File: config.mk
export PLATFORM = sky130hd
export DESIGN_NAME = serial_subtractor
export DESIGN_NICKNAME = d
export VERILOG_FILES = /design/src/rtl/serial_subtractor.sv
export SDC_FILE = /design/constraint.sdc
export NUM_CORES = 1
export LEC_CHECK = 0
export ABC_AREA = 1
export CORE_UTILIZATION = 55
export CTS_CLUSTER_DIAMETER = 60
export DETAILED_ROUTE_END_ITERATION = 8
export PLACE_DENSITY = 0.82
export SLEW_MARGIN = 0
export SYNTH_ARGS = -nofsm -noshare
export SYNTH_HDL_FRONTEND = slang
export SYNTH_SLANG_ARGS = --single-unit
File: constraint.sdc
create_clock -name clk -period 2.2 [get_ports clk]
set_input_delay 0.44 -clock clk [delete_from_list [all_inputs] [get_ports clk]]
set_output_delay 0.44 -clock clk [all_outputs]
set_load 0.05 [all_outputs]
File: src/rtl/serial_subtractor.sv
// Bit-serial two's-complement subtractor: diff = a - b, one bit per clock, LSB first,
// with unsigned borrow, signed overflow and zero flags behind a start/busy/done handshake.
module serial_subtractor #(
    parameter int WIDTH = 4
) (
    input  logic             clk,
    input  logic             rst,
    input  logic             start,
    input  logic [WIDTH-1:0] a,
    input  logic [WIDTH-1:0] b,
    output logic             busy,
    output logic             done,
    output logic [WIDTH-1:0] diff,
    output logic             borrow,
    output logic             ovf,
    output logic             zero
);

    localparam int IW = ($clog2(WIDTH) < 1) ? 1 : $clog2(WIDTH);
    localparam logic [IW-1:0] LAST = IW'(WIDTH - 1);

    typedef enum logic [1:0] {
        IDLE,
        RUN,
        DONE
    } state_t;

    state_t state, state_next;

    logic [WIDTH-1:0] a_sh, b_sh, res;
    logic [WIDTH-1:0] res_full;
    logic [IW-1:0]    idx;
    logic             bin, a_msb, b_msb;
    logic             x, y, d, bout, last;

    // Single full-subtractor cell fed from the low end of the operand shifters.
    always_comb begin
        x        = a_sh[0];
        y        = b_sh[0];
        d        = x ^ y ^ bin;
        bout     = (~x & y) | (~x & bin) | (y & bin);
        last     = (idx == LAST);
        res_full = {d, res[WIDTH-1:1]};
    end

    always_comb begin
        state_next = state;
        case (state)
            IDLE: if (start) state_next = RUN;
            RUN:  if (last)  state_next = DONE;
            DONE: state_next = IDLE;
            default: state_next = IDLE;
        endcase
    end

    always_ff @(posedge clk or posedge rst) begin
        if (rst) state <= IDLE;
        else     state <= state_next;
    end

    // Results are loaded on the final RUN edge so they are visible together with done.
    always_ff @(posedge clk or posedge rst) begin
        if (rst) begin
            a_sh   <= '0;
            b_sh   <= '0;
            res    <= '0;
            idx    <= '0;
            bin    <= 1'b0;
            a_msb  <= 1'b0;
            b_msb  <= 1'b0;
            diff   <= '0;
            borrow <= 1'b0;
            ovf    <= 1'b0;
            zero   <= 1'b0;
            busy   <= 1'b0;
            done   <= 1'b0;
        end else begin
            busy <= (state_next != IDLE);
            done <= (state_next == DONE);
            case (state)
                IDLE: begin
                    if (start) begin
                        a_sh  <= a;
                        b_sh  <= b;
                        a_msb <= a[WIDTH-1];
                        b_msb <= b[WIDTH-1];
                        bin   <= 1'b0;
                        idx   <= '0;
                    end
                end
                RUN: begin
                    a_sh <= a_sh >> 1;
                    b_sh <= b_sh >> 1;
                    res  <= res_full;
                    bin  <= bout;
                    if (!last) idx <= idx + 1'b1;
                    if (last) begin
                        diff   <= res_full;
                        borrow <= bout;
                        ovf    <= (a_msb != b_msb) && (res_full[WIDTH-1] != a_msb);
                        zero   <= ~|res_full;
                    end
                end
                default: ;
            endcase
        end
    end

endmodule

==> results.sh <==
export IMPL_status="finished, final reports clean"
export IMPL_relSlewSlack=0.661
export IMPL_slew_viol_final=0
export IMPL_multiInputGateArea_um2=415
export IMPL_num_fill_cells=156
export IMPL_htreeDepth=1
export IMPL_grt_pass1_wl_um=3870
export IMPL_drtIter0Drc=23
export IMPL_crit_type="flip-flop to output pin"
export IMPL_gp_routability_congestion=0.838
export IMPL_post_drt_wl_per_cell_um=11.8
export IMPL_core_um2=2020
export IMPL_rows=16
export IMPL_die_h_um=49.0
export IMPL_setup_viol=0
export IMPL_syn2layout_area_growth_pct=17.9
export IMPL_cp_required_ns=1.76
export IMPL_fin_crit_sh=0.886
export IMPL_max_freq_ghz=0.513
export IMPL_routed_wl_um=2160
export IMPL_netlist_area_um2=1210
export IMPL_path_cells="clkdlybuf4s50_1"
export IMPL_ctsResizeCount=0
export IMPL_finalSetupTns_ns=0
export IMPL_cts_buffers=3
export IMPL_antenna_found_initial=0
export IMPL_port_buffers=19
export IMPL_vias=919
export IMPL_ios=20
export IMPL_power_density_nw_per_um2=1490
export IMPL_yosys_warnings=0
export IMPL_grt_max_degree=28
export IMPL_drt_first_pass_iters=4
export IMPL_cp_max_fo=2
export IMPL_cp_slowest_cell="clkdlybuf4s50_1"
export IMPL_cap_violations=0
export IMPL_post_cts_setup_buffers=0
export IMPL_startpoint_type="flip-flop"
export IMPL_hold_buffers=0
export IMPL_synth_area_top_cells="dfrtp_1, nand2_1, inv_1"
export IMPL_final_nets=170
export IMPL_initial_core_util=0.600
export IMPL_grt_pass1_vias=917
export IMPL_vdd_drop_max_mv=0.916
export IMPL_stdcell_count=183
export IMPL_yosysTopAreaCell="dfrtp_1"
export IMPL_clk_latency_ns=0.32
export IMPL_drive_gt1_frac=0.0962
export IMPL_rsz0062_at_grt="no"
export IMPL_grt_use_total=0.214
export IMPL_ant_nets=0
export IMPL_cts_root_buf="clkbuf_4"
export IMPL_tritoncts="built"
export IMPL_synth_distinct_cells=17
export IMPL_cellLeakagePower_nw=0.733
export IMPL_syn_inst=136
export IMPL_seq_area_frac_synth=0.557
export IMPL_diodes=0
export IMPL_min_period_ns=1.95
export IMPL_avgSynthCellArea_um2=8.92
export IMPL_path_clk_slew_ns=0.14
export IMPL_synth_seq_cells=27
export IMPL_synth_top_area_share=0.557
export IMPL_end_kind="output pin"
export IMPL_fin_skew_ns=0.00318
export IMPL_cts_sinks=27
export IMPL_clockBufferDepth=2
export IMPL_drc=0
export IMPL_cp_top_family="buffers and inverters"
export IMPL_overflow=0
export IMPL_hold_viol_final=0
export IMPL_tightest_slew_ns=0.506
export IMPL_dieArea_um2=2400
export IMPL_dp_cells=179
export IMPL_max_stage_delay_ns=0.81
export IMPL_critPathBufInv=1
export IMPL_dp_hpwl_um=1580
export IMPL_worstPathArrival_ns=1.51
export IMPL_ff_latch_area_um2=676
export IMPL_synth_nets=149
export IMPL_avgViaCountPerCell=5.02
export IMPL_hold_path_class="primary input to asynchronous set/reset pin"
export IMPL_die_w_um=49.0
cells in the final DEF (no fill, tap or decap), types with 2 or more instances in the layout:
cell,n
nand4_1,4
clkdlybuf4s50_1,19
o21ai_0,6
dfrtp_1,27
nand3_1,13
clkbuf_4,3
nor2_1,3
nand2_2,2
o21ai_2,5
nand2_1,46
inv_1,20
sequential cells by signal, indices dropped and copies added, names as in the netlist:
signal / cells
state: 2
idx: 2
done: 1
borrow: 1
b_msb: 1
zero: 1
busy: 1
a_msb: 1
ovf: 1
bin: 1
b_sh: 4
diff: 4
res: 3
a_sh: 4
metal layers:
| metal | vias up | wire (µm) | track usage |
|---|---|---|---|
| li1 | 462 | - | - |
| met1 | 433 | 1010 | 0.274 |
| met2 | 20 | 1050 | 0.359 |
| met3 | 4 | 76 | 0.0405 |
| met4 | 0 | 23 | 0.0833 |
| met5 | - | 0 | 0 |
where the power goes:
part	switching (W)	internal (W)
clock network	0.000146	0.0000682
registers	0.000130	0.000705
logic	0.000717	0.000369
cells in the mapped netlist:
cell / number
nand2_2: 2
inv_4: 1
o21ai_2: 5
inv_1: 20
buf_6: 3
nor2_1: 3
nor2_2: 1
ha_1: 1
buf_4: 1
nand2_1: 46
nor2_4: 1
o21ai_0: 6
dfrtp_1: 27
nand3_1: 13
fa_1: 1
o21ai_1: 1
nand4_1: 4
path summary, 6_finish.rpt:
kind / start / to / slack [ns] / depth (start not counted)
max in group asynchronous: rst / ovf / 1.51 / 3
min: rst / a_sh[2] / 0.44 / 3
min reg2reg: idx[1] / idx[1] / 0.50 / 2
min in group clk: idx[1] / idx[1] / 0.50 / 2
max: zero / zero / 0.25 / 1
max reg2reg: state[1] / ovf / 0.71 / 5
cell type report:
type / instances / share of cell area
repair buffers: 20 / 0.138
multi-input cells: 84 / 0.290
flip-flops and latches: 27 / 0.472
clock buffers: 3 / 0.0157
inverters: 21 / 0.0568
well taps: 27 / 0.0236
clock inverters: 1 / 0.00350
per-stage QoR:
step	cell area (µm²)	setup WS, ns	util	hold slack (ns)	power [W]
after detailed placement	1400	0.544	0.694	0.472	0.00194
after global routing	1430	0.201	0.708	0.501	0.00232
final	1430	0.250	0.708	0.441	0.00214
after global placement	1400	0.636	0.694	0.461	0.00189
after CTS	1430	0.236	0.708	0.457	0.00215
after floorplan	1210	0.857	-	0.446	0.00168
logic make-up after synthesis:
| group | count (synthesis) | share of synthesized area |
|---|---|---|
| and+or+nand+nor | 70 | 0.251 |
| adders and majority gates | 2 | 0.0268 |
| buffers and inverters | 25 | 0.101 |
| AOI/OAI and AO/OA | 12 | 0.0649 |
| DFF | 27 | 0.557 |
Power figures use the tool's default switching activity.
